[src/rtl/result_drain.sv]
// Collects a full matrix of result blocks from the accumulator, then streams
// them to the host in block index order over a valid/ready drain port.
module result_drain #(
  parameter int WIDTH          = 16,
  parameter int CHUNK_SIZE     = 4,
  parameter int ROW_SIZE_MAT_C = 3,
  parameter int COL_SIZE_MAT_C = 3,
  localparam int DW            = WIDTH * CHUNK_SIZE,
  localparam int MAX_FLAG      = ROW_SIZE_MAT_C * COL_SIZE_MAT_C,
  localparam int AW            = (MAX_FLAG > 1) ? $clog2(MAX_FLAG) : 1
) (
  input  logic          clk,
  input  logic          rst,
  input  logic          clr,
  input  logic          start,
  output logic          ready,
  output logic          done,
  output logic          err,
  input  logic          acc_valid,
  input  logic [DW-1:0] acc_data,
  output logic          acc_ready,
  output logic [AW-1:0] blk_row,
  output logic [AW-1:0] blk_col,
  output logic          out_valid,
  output logic [DW-1:0] out_data,
  output logic          out_last,
  input  logic          out_ready
);

  localparam logic [AW-1:0] LAST_IDX = AW'(MAX_FLAG - 1);
  localparam logic [AW-1:0] LAST_COL = AW'(COL_SIZE_MAT_C - 1);

  typedef enum logic [1:0] {IDLE, COLLECT, DRAIN, DONE} state_t;

  state_t        state, next_state;
  logic [DW-1:0] mem [MAX_FLAG];
  logic [AW-1:0] wr_addr;
  logic [AW-1:0] rd_idx;
  logic          accept;
  logic          last_blk;
  logic          drain_end;

  assign wr_addr   = AW'(int'(blk_row) * COL_SIZE_MAT_C + int'(blk_col));
  assign accept    = (state == COLLECT) && acc_valid && !clr;
  assign last_blk  = accept && (wr_addr == LAST_IDX);
  assign drain_end = (state == DRAIN) && out_valid && out_ready && out_last;
  assign acc_ready = (state == COLLECT);
  assign ready     = (state == IDLE) || (state == DONE);

  always_ff @(posedge clk or posedge rst) begin
    if (rst) state <= IDLE;
    else     state <= next_state;
  end

  always_comb begin
    next_state = state;
    if (clr) begin
      next_state = IDLE;
    end else begin
      case (state)
        IDLE, DONE: if (start)     next_state = COLLECT;
        COLLECT:    if (last_blk)  next_state = DRAIN;
        DRAIN:      if (drain_end) next_state = DONE;
        default:                   next_state = IDLE;
      endcase
    end
  end

  // Storage is deliberately left out of reset so it maps onto plain RAM.
  always_ff @(posedge clk) begin
    if (accept) mem[wr_addr] <= acc_data;
  end

  // A new drain word is fetched whenever the output register is empty or
  // being consumed, which gives one word per cycle once the pipe is primed.
  always_ff @(posedge clk or posedge rst) begin
    if (rst) begin
      blk_row   <= '0;
      blk_col   <= '0;
      rd_idx    <= '0;
      out_valid <= 1'b0;
      out_data  <= '0;
      out_last  <= 1'b0;
      done      <= 1'b0;
      err       <= 1'b0;
    end else if (clr) begin
      blk_row   <= '0;
      blk_col   <= '0;
      rd_idx    <= '0;
      out_valid <= 1'b0;
      out_last  <= 1'b0;
      done      <= 1'b0;
      err       <= 1'b0;
    end else begin
      done <= drain_end;
      if (acc_valid && (state != COLLECT)) err <= 1'b1;
      case (state)
        IDLE, DONE: begin
          if (start) begin
            blk_row   <= '0;
            blk_col   <= '0;
            rd_idx    <= '0;
            out_valid <= 1'b0;
            out_last  <= 1'b0;
          end
        end
        COLLECT: begin
          if (accept) begin
            if (last_blk) begin
              blk_row <= '0;
              blk_col <= '0;
            end else if (blk_col == LAST_COL) begin
              blk_col <= '0;
              blk_row <= blk_row + 1'b1;
            end else begin
              blk_col <= blk_col + 1'b1;
            end
          end
        end
        DRAIN: begin
          if (drain_end) begin
            out_valid <= 1'b0;
            out_last  <= 1'b0;
          end else if (!out_valid || out_ready) begin
            out_valid <= 1'b1;
            out_data  <= mem[rd_idx];
            out_last  <= (rd_idx == LAST_IDX);
            rd_idx    <= rd_idx + 1'b1;
          end
        end
        default: ;
      endcase
    end
  end

endmodule

[config.mk]
export PLATFORM = sky130hd
export DESIGN_NAME = result_drain
export DESIGN_NICKNAME = d
export VERILOG_FILES = /design/src/rtl/result_drain.sv
export SDC_FILE = /design/constraint.sdc
export NUM_CORES = 1
export LEC_CHECK = 0
export ABC_AREA = 1
export CAP_MARGIN = 10
export CORE_ASPECT_RATIO = 1.75
export CORE_MARGIN = 10
export CORE_UTILIZATION = 45
export CTS_CLUSTER_DIAMETER = 200
export CTS_CLUSTER_SIZE = 16
export DETAILED_ROUTE_END_ITERATION = 6
export HOLD_SLACK_MARGIN = 0.15
export PLACE_DENSITY = 0.59
export SYNTH_ARGS = -nofsm -noshare
export SYNTH_HDL_FRONTEND = slang
export SYNTH_SLANG_ARGS = --single-unit
export TNS_END_PERCENT = 20
[constraint.sdc]
create_clock -name clk -period 5.8 [get_ports clk]
set_input_delay 1.16 -clock clk [delete_from_list [all_inputs] [get_ports clk]]
set_output_delay 1.16 -clock clk [all_outputs]
set_load 0.05 [all_outputs]
==> metrics.md <==
| Metric | Value |
|---|---|
| XOR/XNOR share of the synthesized area | 0.00169 |
| Fraction of the cycle the final worst path needs | 0.667 |
| Proportion of synthesized chip area in sequential cells | 0.745 |
| DRT antenna net count | 0 |
| Dominant combinational cell family by area after synthesis | compound AO/OA/AOI/OAI gates |
| Worst slack at placement | approximately 1.5 ns |
| # rows | approximately 120 |
| Number of optimization iterations in the first detailed-route pass | 5 |
| Kind of start point of the critical path | flip-flop |
| Adder-cell share of the synthesized area | 0.00713 |
| Antenna violations before repair | 4 |
| Placeable core region | approximately 57000 um2 |
| Setup fix buffers added after clock tree synthesis | 0 |
| Hold buffer count at CTS | 0 |
| CTS clk-pin slew, worst paths | about 0.08 ns |
| Max Buffers Root-to-Sink | 3 |
| Initial cell density of the core | 0.454 |
| Routed vias | about 16k |
| Area of the die | a little under 70000 um2 |
| Height of the die | approximately 340 um |
| Synth-to-Final Area Change | 13.4% |
| Sum of overflow across all layers after global routing | 0 |
| First-pass GRT wire length | about 98 mm |
| Setup ws final | around 1.9 ns |
| Cells taking the most area after synthesis | sky130_fd_sc_hd__edfxtp_1 (67%), sky130_fd_sc_hd__dfrtp_1 (7.9%), sky130_fd_sc_hd__nor2_1 (5.2%) |
| Mean Syn Cell Area | between 10 and 15 um2 |
| H-tree levels | 2 |
| Ranking of synthesized cells by instance count | sky130_fd_sc_hd__edfxtp_1 (576), sky130_fd_sc_hd__nor2_1 (363), sky130_fd_sc_hd__o21ai_0 (259) |
| Worst hold path class | reg2reg |
| CTS root buf | sky130_fd_sc_hd__clkbuf_16 |
| Number of pins exceeding their max-slew limit in the final report | 0 |
| Average via count per standard cell | ~5.5 |
| Global-route usage over all layers | 0.185 |
| IR drop worst, VDD | about 0.26 mV |
| Capturing element type of the critical path | flip-flop |
| Total setup violations reported at the end of the flow | 0 |
| Count of antenna diodes in the layout | 0 |
| Detailed placement HPWL | 34.3 mm |
| Worst R2R Setup Slack | roughly 1.9 ns |
| Post-synth ARST share | 0.125 |
| Number of global-route vias before repair | between 15k and 20k |
| Flip-flop cell with the highest count after synthesis | sky130_fd_sc_hd__edfxtp_1 |
| FF-to-FF path depth | 14 |
| Static leakage power | just over 10 nW |
| Total Nets Final | approximately 2.2k |
| Power per standard cell area | roughly 410 nW/um2 |
| Clock buffers created by TritonCTS | between 40 and 50 |
| Gate Count Post-Synth | 2018 |
| CTS sink count | approximately 660 |
| Clk_lat worst skew | between 0.5 and 0.6 ns |
| Synth cell types | 36 |
| Run status | finished clean |
| Simple-gate share of the synthesized area | 0.101 |
| Buffers on Ports | around 150 |
| Synthesized net count | about 2.1k |
| Most common cell in the netlist | sky130_fd_sc_hd__edfxtp_1 |
| Data arrival time of the critical path | between 4 and 5 ns |
| Slew at the pin closest to its max-slew limit | around 1.2 ns |
| Setup repair after global routing missed its margin | no |
| Number of cells on the worst hold path | 2 |
| Leading area contributor after synthesis | sky130_fd_sc_hd__edfxtp_1 |
| Number of instances in the placed design | between 2k and 3k |
| Post-synthesis register bit count | around 660 |
| Count of yosys warnings during synthesis | 0 |
| Largest net degree at the start of global routing | a little under 200 |
| Width of the chip | between 200 and 250 um |
| Number of violations reported at the end of detailed-routing iteration 0 | roughly 1.2k |
| Netlist area before placement | ~26000 um2 |
| Worst rel slew slack | 0.222 |
| Final sum of negative setup slack | 0 ns |
| Non-filler instance count after layout | ~3k |
| Residual DRC | 0 |
| Fraction of post-synthesis cell area in the top cell type by area | 0.666 |
| Final Instance Area | about 29000 um2 |
| Routed Wire Length | 64.1 mm |
| Final period demand of the worst path | ~3.9 ns |
| Filler cell count in the final layout | 4923 |
| Final Hold Vio Count | 0 |
| Proportion of layout cells with a drive suffix above 1 | 0.0601 |
| Detailed-route wire length per cell | around 22 um |
| Top-level port count | 148 |
| Compound-cell area share of the yosys netlist | 0.114 |
| Crit-path max FO | 27 |
| Clock tree skew after final layout | just under 0.02 ns |
| Cell area after placement | 28100 um2 |
| Cts repair resizes | 0 |
| CTS tree | done |
| EDFF count, synth | around 580 |
| Required @ worst endpoint | between 6 and 7 ns |
| Max-capacitance violation count | 0 |
| Multiplexer share of the synthesized area | 0 |
| F_max | ~0.26 GHz |
| RD Place Congestion | 0.776 |
| Category of the most critical setup path | reg2reg |
kinds of logic (layout without fill, tap and decap cells):
family / after synthesis / in the layout
flip-flops: 658 / 658
AND/OR/NAND/NOR: 664 / 664
buffers and inverters: 165 / 294
AO/OA/AOI/OAI: 513 / 513
adder cells (fa/ha/maj): 13 / 13
XOR/XNOR: 5 / 5
per-layer routing:
layer / part of all wire / global-route usage / vias to the layer above
li1: - / - / 7427
met1: 0.40 / 0.219 / 8052
met2: 0.53 / 0.341 / 438
met3: 0.050 / 0.0253 / 101
met4: 0.024 / 0.0595 / 6
met5: 0.00072 / 0 / -
final cells by class:
type,instances,area (um2),area share
clock buffer,81,1300,0.0443
clock inverter,2,25.0,0.000850
inverter,39,159,0.00540
multi-input combinational,1195,5900,0.200
sequential,658,19400,0.658
tap,767,960,0.0326
timing repair buffer,172,1730,0.0589
where the power goes:
group / total, mW / internal (mW) / switching (mW)
Combinational: 3.09 / 0.993 / 2.10
Sequential: 5.82 / 5.53 / 0.297
Clock: 3.08 / 1.53 / 1.55
state kept, by name (all words and copies together), names as in the netlist:
name,flops
out_data,64
out_valid,1
mem,576
rd_idx,4
state,2
err,1
done,1
blk_col,4
out_last,1
blk_row,4
critical path, cell delays in order (launching register included):
cell                      delay [ns]
sky130_fd_sc_hd__dfrtp_1        0.48
sky130_fd_sc_hd__inv_1          0.11
sky130_fd_sc_hd__fa_1           0.48
sky130_fd_sc_hd__inv_1          0.07
sky130_fd_sc_hd__ha_1           0.14
sky130_fd_sc_hd__inv_1          0.05
sky130_fd_sc_hd__fa_1           0.43
sky130_fd_sc_hd__inv_1          0.07
sky130_fd_sc_hd__nand3_1        0.09
sky130_fd_sc_hd__nand2_1        0.08
sky130_fd_sc_hd__nand2_1        0.06
sky130_fd_sc_hd__nand2_1        0.07
sky130_fd_sc_hd__nand2_1        0.22
sky130_fd_sc_hd__nor2_4         0.58
sky130_fd_sc_hd__buf_4          0.54
cells in the final DEF, fill, tap and decap left out, drive strengths merged, types with 2 or more instances in the layout:
cell type | Yosys | final
o21ai | 345 | 345
o211ai | 21 | 21
edfxtp | 576 | 576
xor2 | 4 | 4
inv | 39 | 37
o21bai | 7 | 7
ha | 10 | 10
nand2 | 226 | 226
nor3 | 2 | 2
nor2 | 367 | 367
clkinv | 0 | 4
clkbuf | 64 | 81
a21oi | 29 | 29
clkdlybuf4s50 | 0 | 147
nand3 | 54 | 54
o22ai | 79 | 79
fa | 3 | 3
buf | 62 | 25
a21boi | 8 | 8
or2 | 14 | 14
a2bb2oi | 21 | 21
dfrtp | 82 | 82
final timing paths:
path,end,start
max,mem[2][57],blk_row[0]
min,out_data[28],out_data[28]
max reg2reg,mem[2][57],blk_row[0]
min reg2reg,out_data[28],out_data[28]
max in group asynchronous,rd_idx[3],rst
min in group asynchronous,out_data[30],rst
per-stage QoR:
| step | power, mW | utilization | hold WS, ns |
|---|---|---|---|
| finish | 12.0 | 0.515 | 0.503 |
| floorplan | 7.99 | - | 0.467 |
| detailed placement | 9.06 | 0.492 | 0.483 |
| CTS | 12.1 | 0.515 | 0.514 |
| global route | 12.5 | 0.515 | 0.536 |
| global placement | 9.00 | 0.492 | 0.479 |
Power figures use the tool's default switching activity.
